$ cat config.mk
export PLATFORM = sky130hd
export DESIGN_NAME = microwave_cook_timer
export DESIGN_NICKNAME = d
export VERILOG_FILES = /design/src/rtl/microwave_cook_timer.sv
export SDC_FILE = /design/constraint.sdc
export NUM_CORES = 1
export LEC_CHECK = 0
export CAP_MARGIN = 40
export CORE_ASPECT_RATIO = 0.75
export CORE_MARGIN = 2
export CORE_UTILIZATION = 50
export CTS_BUF_LIST = sky130_fd_sc_hd__clkbuf_8 sky130_fd_sc_hd__clkbuf_16
export CTS_CLUSTER_SIZE = 20
export DETAILED_ROUTE_END_ITERATION = 16
export PLACE_DENSITY = 0.88
export SYNTH_ARGS = -nofsm -noshare
export SYNTH_HDL_FRONTEND = slang
export SYNTH_SLANG_ARGS = --single-unit
$ cat constraint.sdc
create_clock -name clk -period 2.08 [get_ports clk]
set_clock_uncertainty 0.15 [all_clocks]
set_input_delay 0.312 -clock clk [delete_from_list [all_inputs] [get_ports clk]]
set_output_delay 0.312 -clock clk [all_outputs]
set_load 0.01 [all_outputs]
$ cat src/rtl/microwave_cook_timer.sv
// Cook-time countdown feeding the microwave controller's done input; counts only while heat is on.
// Optional beep pulse on expiry is built when COOK_TIMER_BEEP_EN is defined.
//
// state     | meaning
// S_IDLE    | no cook time loaded, remaining=0
// S_ARMED   | cook time loaded, waiting for heat
// S_RUNNING | heat on, prescaler counting toward the next second
// S_PAUSED  | heat dropped mid-cook, prescaler and remaining held
// S_DONE    | time expired, done held until heat drops
module microwave_cook_timer #(
  parameter int W             = 8,
  parameter int TICKS_PER_SEC = 100,
  parameter int HEAT_BIT      = 1,
  parameter int BEEP_CYCLES   = 50
) (
  input  logic         clk,
  input  logic         sys_reset,
  input  logic [3:0]   States,
  input  logic         load,
  input  logic [W-1:0] load_secs,
  input  logic         clear,
  output logic         done,
  output logic         running,
  output logic [W-1:0] remaining
`ifdef COOK_TIMER_BEEP_EN
  ,
  output logic         beep
`endif
);

  localparam int PRE_W = $clog2(TICKS_PER_SEC);

  typedef enum logic [2:0] {
    S_IDLE    = 3'd0,
    S_ARMED   = 3'd1,
    S_RUNNING = 3'd2,
    S_PAUSED  = 3'd3,
    S_DONE    = 3'd4
  } state_t;

  state_t           state_q, state_d;
  logic [PRE_W-1:0] pre_q, pre_d;
  logic [W-1:0]     rem_q, rem_d;
  logic             done_q, done_d;
  logic             running_q, running_d;
  logic             heat;
  logic             sec_tick;
  logic             states_unused;

  assign heat          = States[HEAT_BIT];
  assign states_unused = ^States;
  assign sec_tick      = (pre_q == PRE_W'(TICKS_PER_SEC - 1));

  always_ff @(posedge clk or negedge sys_reset) begin
    if (!sys_reset) begin
      state_q   <= S_IDLE;
      pre_q     <= '0;
      rem_q     <= '0;
      done_q    <= 1'b0;
      running_q <= 1'b0;
    end else begin
      state_q   <= state_d;
      pre_q     <= pre_d;
      rem_q     <= rem_d;
      done_q    <= done_d;
      running_q <= running_d;
    end
  end

  always_comb begin
    state_d = state_q;
    pre_d   = pre_q;
    rem_d   = rem_q;
    if (clear) begin
      state_d = S_IDLE;
      pre_d   = '0;
      rem_d   = '0;
    end else begin
      case (state_q)
        S_IDLE: begin
          if (load && (load_secs != '0)) begin
            state_d = S_ARMED;
            rem_d   = load_secs;
            pre_d   = '0;
          end
        end
        S_ARMED: begin
          // a reload on the same edge as heat rising still starts the run with the new value
          if (load && (load_secs == '0)) begin
            state_d = S_IDLE;
            rem_d   = '0;
            pre_d   = '0;
          end else begin
            if (load) begin
              rem_d = load_secs;
              pre_d = '0;
            end
            if (heat) state_d = S_RUNNING;
          end
        end
        S_RUNNING: begin
          // losing heat wins over a coincident second tick
          if (!heat) begin
            state_d = S_PAUSED;
          end else if (sec_tick) begin
            pre_d = '0;
            if (rem_q <= W'(1)) begin
              rem_d   = '0;
              state_d = S_DONE;
            end else begin
              rem_d = rem_q - W'(1);
            end
          end else begin
            pre_d = pre_q + PRE_W'(1);
          end
        end
        S_PAUSED: begin
          if (heat) state_d = S_RUNNING;
        end
        S_DONE: begin
          rem_d = '0;
          if (!heat) begin
            state_d = S_IDLE;
            pre_d   = '0;
          end
        end
        default: begin
          state_d = S_IDLE;
          pre_d   = '0;
          rem_d   = '0;
        end
      endcase
    end
    running_d = (state_d == S_RUNNING);
    done_d    = (state_d == S_DONE);
  end

  assign done      = done_q;
  assign running   = running_q;
  assign remaining = rem_q;

`ifdef COOK_TIMER_BEEP_EN
  localparam int BW = $clog2(BEEP_CYCLES + 1);

  logic [BW-1:0] beep_cnt_q, beep_cnt_d;
  logic          beep_q, beep_d;

  always_ff @(posedge clk or negedge sys_reset) begin
    if (!sys_reset) begin
      beep_cnt_q <= '0;
      beep_q     <= 1'b0;
    end else begin
      beep_cnt_q <= beep_cnt_d;
      beep_q     <= beep_d;
    end
  end

  // down-counter holds the cycles left after the current one
  always_comb begin
    beep_cnt_d = beep_cnt_q;
    beep_d     = beep_q;
    if (clear) begin
      beep_d     = 1'b0;
      beep_cnt_d = '0;
    end else if ((state_d == S_DONE) && (state_q != S_DONE)) begin
      beep_d     = 1'b1;
      beep_cnt_d = BW'(BEEP_CYCLES - 1);
    end else if (beep_q) begin
      if (beep_cnt_q == '0) beep_d = 1'b0;
      else                  beep_cnt_d = beep_cnt_q - BW'(1);
    end
  end

  assign beep = beep_q;
`endif

endmodule

# --- After elaboration in Yosys (flattened, before gate mapping) ---
# Cells that the tools add are included.
word_totals:
  out_inout_bits: 10
  inputBits: 16
  wordCells: 53
  ff_bits: 20
op_classes:
  eq_ne: 13
  reduce_logical: 7
  n_lt_le_gt_ge: 1
  n_addsub: 2
  mux: 25
ops:
  columns: ["cell", "n"]
  rows:
  - ["two-way mux 8 bit", 7]
  - ["two-way mux 7 bit", 7]
  - ["case mux 7 bit (5 select lines)", 1]
  - ["case mux 8 bit (4 select lines)", 1]
  - ["two-way mux 3 bit", 8]
  - ["case mux 3 bit (5 select lines)", 1]
  - ["inequality test 3 bit, second input constant", 4]
  - ["AND reduction 5 bit", 2]
  - ["== test 3 x 2 -> 1 bit, second input constant", 3]
  - ["<= comparator 8 x 1 -> 1 bit, second input constant", 1]
  - ["logical NOT 8 bit", 1]
  - ["nonzero test 8 bit", 1]
  - ["subtractor 8 x 1 -> 8 bit, second input constant", 1]
  - ["adder 7 x 1 -> 7 bit, second input constant", 1]
  - ["== test 7 bit, second input constant", 1]
  - ["== test 3 bit, second input constant", 2]
  - ["inequality test 4 bit, second input constant", 1]
  - ["== test 3 x 1 -> 1 bit, second input constant", 1]
  - ["logical NOT 3 bit", 1]
  - ["logical AND 1 bit", 2]
  - ["inequality test 2 bit, second input constant", 1]

# --- Depth between registers and ports, before layout ---
depth:
  ltp_word: 7
  mapped_depth: 7

# --- Least setup slack after synthesis ---
# Ideal clock, no wire load.
synth_timing:
  kind: "reg2reg"
  from: "register pre_q[0]"
  to: "register rem_q[5], in the netlist remaining[5]"
  synth_period_minus_slack_ps: 1875
  path_slack_ps: 205
  path_buffers: 0
  setup_time_ps: 87
  required_ps: 1843
  path_stages_with_launch: 7
  arrival_time_ps: 1638
  cell_sequence: "dfrtp_1 > ha_1 > nand4bb_1 > o31ai_1 > o211ai_1 > or2_1 > o211ai_1"
synth_via:
  elab_chain_len: 3
synth_rtl:
  columns: ["item", "line_no", "text"]
  rows:
  - ["from (decl)", "42", "logic [PRE_W-1:0] pre_q, pre_d;"]
  - ["from (signal assigned)", "63", "pre_q <= pre_d;"]
  - ["== test 7 bit", "52", "assign sec_tick = (pre_q == PRE_W'(TICKS_PER_SEC - 1));"]
  - ["inequality test 3 bit (no line)", null, null]
  - ["AND reduction 5 bit (no line)", null, null]
  - ["to (signal assigned)", "64", "rem_q <= rem_d;"]
  - ["to (decl)", "43", "logic [W-1:0] rem_q, rem_d;"]
# No other way between the ends.
# A chain may end at the register's enable or synchronous reset.

# --- Worst setup path in the final report ---
layout_timing:
  from: "input port load_secs[2]"
  to: "register pre_q[6]"
layout_via:
  elab_chain_len: 5
  word_cells_on_any_way: 10
  classes_between: "eq/ne: 2; mux: 3; reduce/logical: 5"
layout_rtl:
  columns: ["item", "line_no", "text"]
  rows:
  - ["from (decl)", "20", "input logic [W-1:0] load_secs,"]
  - ["logical NOT 8 bit", "89", "if (load && (load_secs == '0)) begin"]
  - ["logical AND 1 bit", "89", null]
  - ["two-way mux 7 bit", "89", null]
  - ["case mux 7 bit (5 select lines)", "79", "case (state_q)"]
  - ["two-way mux 7 bit", "74", "if (clear) begin"]
# Several ways; a longest one is shown, not always the timed one.

==> impl_summary.txt <==
----------------------------------------------------
[Placed design]
  Placed instance count ... 212
  Post-Place Cell Area ... 1680 um^2
  IO buf count ... 22
  Final estimated routing congestion in global placement ... 0.837
  Final HPWL from detailed placement ... 2.62 mm

[Status]
  Run status ... complete, no violations

[GRT]
  Total routing resource utilization after global routing ... 0.240
  Initial antenna violation count ... 0
  Global-route wire length before repair ... 5.71 mm
  Number of global-route vias before repair ... 1,192
  Overflow after GRT ... 0
  Largest net degree at the start of global routing ... 21

[STA]
  Setup total negative slack ... 0 ns
  Min Tclk post-route ... 2.06 ns
  Final hold violation count ... 0
  Setup violations, final ... 0
  Maximum clock frequency ... 485 MHz
  Relative slew slack ... 0.626
  Pin slew with the least headroom to its limit ... 0.560 ns
  Total count of max-transition violations in the final report ... 0
  Part of the cycle the worst path needs ... 0.992

[Setup path]
  Worst reg2reg path depth ... 5
  Kind of launch point of the worst setup path ... primary input
  Critical Path Fanout Max ... 5
  Worst Path Required ... 2.09 ns
  Class of the most critical setup path ... in -> reg
  Capturing element type of the critical path ... flop
  R2R setup slack ... roughly 0.060 ns
  Critical R2R Capture ... pre_q[6]
  Arr. time, crit path ... 2.07 ns
  Crit path to ... pre_q[6]
  Worst setup path startpoint ... load_secs[2]
  Worst R2R Start ... state_q[0]

[Cells and area]
  Non-Filler Cell Area, Final ... 1800 um^2
  Most frequent standard cell in the layout excluding fill and tap cells ... clkdlybuf4s50_1
  Count of nets after finishing ... 202
  Relative area change from synthesis to final layout ... 35.2%
  Number of standard cells in the layout, taps in and fillers out ... 217
  Number of antenna cells inserted ... 0
  Most frequent cells in the layout ... 21 x clkdlybuf4s50_1, 19 x dfrtp_1, 15 x buf_4
  Post-Route Utilization ... 0.702
  Share of post-route cells with drive strength above 1 ... 0.227

[Detailed routing]
  Starting DRC count in detailed routing ... 136
  Number of vias in the routed layout ... 1,289
  Routed Wire Length ... 3.49 mm
  Number of search-and-repair iterations in the first detailed-routing pass ... 4
  DRC ... 0
  Antenna Violating Nets Remaining ... 0
  Via density per instance ... 5.94
  Routed wire length per instance ... 16.1 um

[Clock tree]
  Count of H-tree levels built during CTS ... 1
  Number of clock sinks ... 20
  Library cell used as clock root buffer ... clkbuf_8
  TritonCTS clock tree ... done
  Clock transition at the register clock pins on the worst setup and hold paths after CTS ... 0.08 ns
  Maximum root-to-sink buffer count ... 2
  Number of clock buffers inserted by TritonCTS ... 3
  Clk_lat worst skew ... between 0.2 and 0.3 ns
  CTS Hold Bufs ... 0

[Yosys]
  Unique masters post-synth ... 44
  Async set-reset flop share out of synthesis ... 1.00
  Predominant post-synthesis flop cell ... dfrtp_1
  Area share of fa/ha/maj cells after synthesis ... 0.0282
  Share of cell area taken by muxes after synthesis ... 0
  Synth Cell Area ... 1330 um^2
  Post-synth EDFFs ... 0
  Flip-flop and latch count after synthesis ... 20
  YS warnings ... 0
  Sequential share of the synthesized area ... 0.376
  Compound-Gate Fraction of Synth Area ... 0.268
  Synthesized netlist cell count ... 144
  Xor/xnor cell area share of the yosys netlist ... 0.0132
  Syn Nets ... 163
  Area fraction in and, or, nand and nor cells after synthesis ... 0.290
  Mean post-synth cell area ... 9.24 um^2
  Combinational family with the most area after synthesis ... simple AND/OR/NAND/NOR gates

[Die]
  I/O pin cnt ... 26
  Starting density of the core ... 0.519
  Die Area ... a little over 3000 um^2
  Number of standard-cell rows in the floorplan ... 16
  Die Span Y ... just under 50 um
  Die width ... 63.6 um
  Placeable core region ... 2560 um^2

[Hold path]
  Min-Delay Path Class ... in -> async

[Flow run]
  Maximum capacitance violations ... 0

[Power]
  Leakage Power ... 0.724 nW
  IR Drop Worst-Case VDD ... roughly 0.35 mV
  Pwr dens ... 581 nW/um^2

----------------------------------------------------
-- per-stage QoR --
step	total power, mW	hold WS [ns]	setup WS (ns)
floorplan	0.625	-0.134	0.205
global placement	0.749	0.320	-0.205
detailed placement	0.770	0.336	-0.232
CTS	1.02	0.237	0.0221
global route	1.10	0.266	-0.0549
finish	1.04	0.225	0.0175
-- flip-flops by register name, summed over array words and instances (netlist names) --
register and flops:
remaining 8, running 1, pre_q 7, state_q 3
done 1
-- synth_stat cells (2+ instances only) --
master     count  area share
dfrtp_1       20        0.38
nand2_1       13       0.037
nor2_1        10       0.028
o21ai_0       10       0.038
o21ai_1        9       0.034
o31ai_1        7       0.040
nand3_1        6       0.023
inv_1          5       0.014
nand2b_1       4       0.019
nor2b_1        4       0.019
a22oi_1        3       0.017
and3_1         3       0.014
ha_1           3       0.028
nor4_2         3       0.028
o21a_1         3       0.017
or2_1          3       0.014
a21oi_1        2      0.0075
a2bb2oi_1      2       0.013
and2_1         2      0.0094
buf_2          2      0.0075
nand3b_1       2       0.011
nor4_1         2      0.0094
o211ai_1       2       0.011
o211ai_2       2       0.019
or3b_1         2       0.013
xnor2_1        2       0.013
-- worst max-delay path, stage by stage --
cell             delay [ns]
clkdlybuf4s50_1        0.50
nor4_2                 0.06
buf_4                  0.14
a221oi_4               0.36
o21ai_4                0.09
or2_1                  0.32
o31ai_1                0.27
-- power breakdown --
group / leakage [nW] / internal, mW / switching (mW)
sequential: 0.269 / 0.413 / 0.0489
combinational: 0.433 / 0.172 / 0.155
clock: 0.0216 / 0.129 / 0.126
-- timing repair --
action / in CTS / in global routing
endpoints found under the setup margin: 0 / 10
gates resized for setup: 0 / 12
buffers inserted: 0 / 2
-- worst min path at each step --
stage | end | depth (start not counted) | start | slack [ns]
2_1_floorplan | done | 0 | sys_reset | -0.13
3_3_place_gp | pre_q[6] | 1 | pre_q[6] | 0.32
3_5_place_dp | pre_q[6] | 1 | pre_q[6] | 0.34
4_1_cts | remaining[6] | 2 | sys_reset | 0.24
5_1_grt | remaining[4] | 2 | sys_reset | 0.27
6_report | remaining[6] | 2 | sys_reset | 0.22
-- layer usage --
layer	vias up	track usage	wire length, um
li1	614	-	-
met1	607	0.328	1450
met2	62	0.368	1740
met3	6	0.0558	236
met4	0	0.0978	61
met5	-	0	0
-- area by class of cell --
cell class,count,area [um^2]
inverter,5,18.8
timing repair buffer,37,335
clock buffer,3,41.3
multi-input combinational,116,856
tap,36,45.0
fill,202,764
sequential,20,502
-- logic make-up (layout without fill, tap and decap cells) --
logic type,count (synthesis),after routing
xor gates and xnor gates,2,2
and+or+nand+nor,63,63
DFF,20,20
AOI/OAI and AO/OA,48,48
buffers and inverters,8,45
adders and majority gates,3,3
Note: power is estimated with default switching activity, not from simulation.
==> patch 1, RTL diff (same settings) <==
Put one more register stage on the output `remaining`, without a reset. The value now appears one clock later. The other outputs are not delayed to match.
--- a/src/rtl/microwave_cook_timer.sv
+++ b/src/rtl/microwave_cook_timer.sv
@@ -139,3 +139,5 @@
   assign running   = running_q;
-  assign remaining = rem_q;
+  always_ff @(posedge clk) begin
+    remaining <= rem_q;
+  end
 
Formal check against the unedited RTL: not equivalent (Yosys sat finds a counterexample within 4 cycles, from zero or initial values and one cycle with sys_reset low).
==> patch 1 against the original RTL <==
The run now ends with negative setup slack left; area after synthesis increased by 15%; sequential cell count increased by 8; synthesized cell count increased by 8.3%; first-iteration DRC count increased by 68%; setup slack got worse by 0.18 ns; power increased by 46%; cell area increased by 26%; wire length increased by 49%; highest routed layer unchanged.
==> patch 1: results (changes against the original RTL) <==
Status: finished, violations left
Failing checks: negative setup slack
Critical path's slowest cell: or4_4
Placed Cells: 247 (+17%)
Final Instance Count excl. Fillers: 257 (+18%)
Routed length on met1: 2040 um (+41%)
Async SR Flop Fraction: 71.4% (-29 points)
First-pass GRT wire length: 7280 um (+27%)
Fraction of area in registers: 29.1% (+1.2 points)
Final Wtd Congestion: 0.949 (+13%)
Buffer share of cell area: 23.8% (+5.1 points)
Seq/Total Area, Yosys: 43.2% (+5.6 points)
Arrival @ worst endpoint: 2.26 ns (+0.19 ns)
Fraction of area in multi-input gates: 40.7% (-6.9 points)
Cell Rows: 17 (+1)
Max VDD drop: 546 uV (+56%)
CTS Sinks: 28 (+40%)
Synth Instances: 156 (+8.3%)
Total placed instance area: 2040 sq um (+21%)
DR WL met3: 494 um (+110%)
Clock-cell share of area: 3.14% (+0.85 points)
Syn_nets: 175 (+7.4%)
Number of global-route vias before repair: 1,536 (+29%)
Fin worst setup slack: -0.159 ns (-0.176 ns)
Switching share of power: 29.7% (-1.9 points)
Fillers: 172 (-15%)
1st-iter DRT viols: 229 (+68%)
Invs w/o clock: 7 (+2)
Post-Place Setup Slack: -0.279 ns (-0.0466 ns)
Post-DP HPWL: 3180 um (+21%)
Layout Nets: 239 (+18%)
Top post-synthesis cells by area: dfrtp_1 33%, dfxtp_1 10%, a22o_1 4.6%
Wirelength per Cell: 20.2 um (+26%)
Count of cell types in the netlist: 49 (+11%)
Worst path top cell family by delay: simple AND/OR/NAND/NOR gates
Worst-Skew Late Latency: 0.28 ns (+0.02 ns)
Finished Cell Area: 2270 sq um (+26%)
DR pass1 iterations: 6 (+2)
Met3 Track Usage GR: 6.28% (+0.70 points)
Final setup fails: 10 (+10)
patch 1: changes by cell type in the layout (fill, tap and decap cells not counted), moves of 7 or more:
cell,unedited run,this run
buf_4,15,41
dfxtp_1,0,8
nand2_1,13,6
o21ai_1,9,2
a22o_1,1,8
patch 1: worst paths after layout:
kind | slack [ns] | cells after the start | startpoint | endpoint
worst max-delay path | -0.16 | 5 | rem_q[5]$_DFFE_PN0P_ | rem_q[6]$_DFFE_PN0P_
worst min-delay path | 0.21 | 2 | sys_reset | rem_q[4]$_DFFE_PN0P_
worst max register to register | -0.16 | 5 | rem_q[5]$_DFFE_PN0P_ | rem_q[6]$_DFFE_PN0P_
worst min register to register | 0.31 | 0 | rem_q[0]$_DFFE_PN0P_ | remaining[0]$_DFF_P_
max in group asynchronous | 1.36 | 2 | sys_reset | rem_q[7]$_DFFE_PN0P_
min in group clk | 0.31 | 0 | rem_q[0]$_DFFE_PN0P_ | remaining[0]$_DFF_P_
patch 1: kinds of logic after synthesis:
family / count (synthesis) / share of synthesized area [%]
buffers and inverters: 12 / 3.52
multiplexers: 1 / 0.655
adder cells (fa/ha/maj): 3 / 2.46
XOR/XNOR: 3 / 1.72
flip-flops: 28 / 43.2
AO/OA/AOI/OAI: 49 / 25.5
AND/OR/NAND/NOR: 60 / 22.9
patch 1: repair_timing:
| action | 4_1_cts | 5_1_grt |
|---|---|---|
| pin swaps | 4 | 11 |
| buffers inserted | 2 | 4 |
| setup endpoints to repair | 8 | 14 |
| resized for setup | 6 | 18 |
patch 1: power by group through the flow:
stage | registers (mW) | clock network [mW] | logic [mW]
after detailed placement | 0.624 | 0 | 0.394
final | 0.617 | 0.430 | 0.474
after global placement | 0.619 | 0 | 0.378
after CTS | 0.615 | 0.432 | 0.429
after global routing | 0.622 | 0.458 | 0.493
after floorplan | 0.635 | 0 | 0.188
==> patch 2, RTL diff (config.mk and constraints unchanged) <==
Made on the original files. Change the parameter `W` from 8 to 12.
--- a/src/rtl/microwave_cook_timer.sv
+++ b/src/rtl/microwave_cook_timer.sv
@@ -10,3 +10,3 @@
 module microwave_cook_timer #(
-  parameter int W             = 8,
+  parameter int W             = 12,
   parameter int TICKS_PER_SEC = 100,
Interface: changed (resized load_secs and remaining); port bits go from 26 to 34. The function was not compared with the original's and may differ.
==> patch 2 against the original RTL <==
The run now ends with negative setup slack left; hold slack better by 0.0034 ns; clock power is 33% higher; sequential cell count is 4 higher; setup slack worse by 0.25 ns; wire length is 63% higher; area after synthesis is 12% higher; cell area is 33% higher; combinational power is 44% higher; synthesized cell count is 20% higher; power is 26% higher; count of clock-buffer cells in the layout is 1 higher; critical endpoint is now done$_DFF_PN0_; highest routed layer unchanged.
==> patch 2: results (changes against the original RTL) <==
Post-Place Setup Slack: -0.384 ns (-0.152 ns)
Top post-synthesis cells by area: dfrtp_1 40%, o21ai_0 6.7%, nand2_1 5.1%
Met2 GRT Util: 54.7% (+18 points)
Least-Margin Pin Slew: 0.453 ns (-0.106 ns)
Fin worst setup slack: -0.231 ns (-0.248 ns)
Net switching power: 0.426 mW (+29%)
Ys flop type: dfrtp_1
Diodes inserted: 0 (unchanged)
Largest net degree at the start of global routing: 25 (+19%)
Worst-Skew Late Latency: 0.28 ns (+0.02 ns)
Async SR Flop Fraction: 100% (unchanged)
Met1 Use GR: 43.2% (+10 points)
Max FO, Critical Path: 3 (-2)
Clock Path Buffers: 2 (unchanged)
Number of I/O port buffers: 30 (+36%)
CTS Buf Count: 3 (unchanged)
Worst path top cell family by delay: simple AND/OR/NAND/NOR gates
Final WL: 5680 um (+63%)
Via count: 1,877 (+46%)
First-pass GRT wire length: 8600 um (+51%)
Static Leakage: 1.03 nW (+43%)
Post-DP HPWL: 3310 um (+26%)
Ys Warns: 0 (unchanged)
Seq/Total Area, Yosys: 40.4% (+2.8 points)
Max VDD drop: 369 uV (+5.3%)
1st-iter DRT viols: 248 (+82%)
DR pass1 iterations: 6 (+2)
Number of global-route vias before repair: 1,801 (+51%)
Worst path max stage delay: 0.56 ns (+0.06 ns)
Fraction of layout cells with a size suffix above 1: 34.7% (+12 points)
Initial antenna violation count: 0 (unchanged)
Final setup fails: 24 (+24)
CTS root buffer: clkbuf_8
Total track usage: 33.9% (+9.9 points)
Setup TNS: -2.44 ns (-2.44 ns)
Hold Crit Class: primary input to async pin
Max reg flops: 12 (+4)
Failing checks: negative setup slack
Count of cell types in the netlist: 34 (-23%)
Arrival @ worst endpoint: 2.36 ns (+0.29 ns)
Number of cells on the worst reg-to-reg path: 4 (-1)
Critical path's slowest cell: or4_4
Synth Instances: 173 (+20%)
Final Wtd Congestion: 0.862 (+3.0%)
Placed Cells: 278 (+31%)
Syn_nets: 196 (+20%)
H-tree Lvls: 1 (unchanged)
Status: finished, violations left
Synth top cells by count: 24 x dfrtp_1, 20 x nand2_1, 20 x o21ai_0, 13 x nor3_1, 9 x nor2_1
Fillers: 156 (-23%)
Reg clk slew, reported paths: 0.09 ns
Met3 Track Usage GR: 7.49% (+1.9 points)
Wirelength per Cell: 19.6 um (+22%)
==> patch 2: changes by cell type after synthesis, moves of 4 or more <==
cell	before	now
clkbuf_1	1	7
o21ai_1	9	0
o21ai_0	10	20
or3_1	0	5
o211ai_1	2	7
dfrtp_1	20	24
nor3_1	1	13
nand2_1	13	20
o311ai_0	0	6
==> patch 2: routing by layer <==
layer / part of all wire [%] / wire length [um]
met1: 40 / 2280
met2: 47 / 2680
met3: 8.7 / 491
met4: 3.9 / 219
met5: 0 / 0
==> patch 2: repair_timing <==
action,CTS,global route
hold buffers,0,0
gates cloned,1,0
pin swaps,8,6
resized for setup,23,20
hold endpoints to repair,0,0
setup buffers,3,3
setup endpoints to repair,17,24
==> patch 2: cells by family (layout without fill, tap and decap cells) <==
family	Yosys count	count (layout)	synth area share [%]
AOI/OAI and AO/OA	46	46	20.4
buffers and inverters	14	91	4.12
adders and majority gates	3	3	2.53
DFF	24	24	40.4
and+or+nand+nor	86	87	32.6
==> patch 2: final cells by class <==
type / instances / area share [%]
well taps: 38 / 1.98
repair buffers: 82 / 29.3
multi-input cells: 136 / 40.5
clock buffers: 4 / 2.30
inverters: 5 / 0.783
flip-flops and latches: 24 / 25.1
==> patch 2: worst paths after layout <==
check	startpoint	to	slack [ns]
min in group clk	load_secs[11]	remaining[11]$_DFFE_PN0P_	0.26
max	remaining[3]$_DFFE_PN0P_	done$_DFF_PN0_	-0.23
min reg2reg	pre_q[5]$_DFFE_PN0P_	pre_q[5]$_DFFE_PN0P_	0.38
min	sys_reset	pre_q[2]$_DFFE_PN0P_	0.23
max reg2reg	remaining[3]$_DFFE_PN0P_	done$_DFF_PN0_	-0.23
max in group asynchronous	sys_reset	state_q[1]$_DFF_PN0_	1.29
==> patch 2: stage by stage <==
step	hold WS (ns)	total power [mW]	cell area [sq um]
floorplan	-0.134	0.692	1520
global placement	0.307	0.861	2160
detailed placement	0.347	0.881	2160
CTS	0.255	1.25	2290
global route	0.273	1.37	2400
finish	0.228	1.32	2400
==> patch 2: power groups by stage <==
stage	sequential (mW)	combinational, mW	clock [mW]
after CTS	0.507	0.412	0.329
final	0.509	0.470	0.340
after global routing	0.511	0.494	0.362
after detailed placement	0.515	0.366	0
after global placement	0.513	0.348	0
after floorplan	0.529	0.163	0
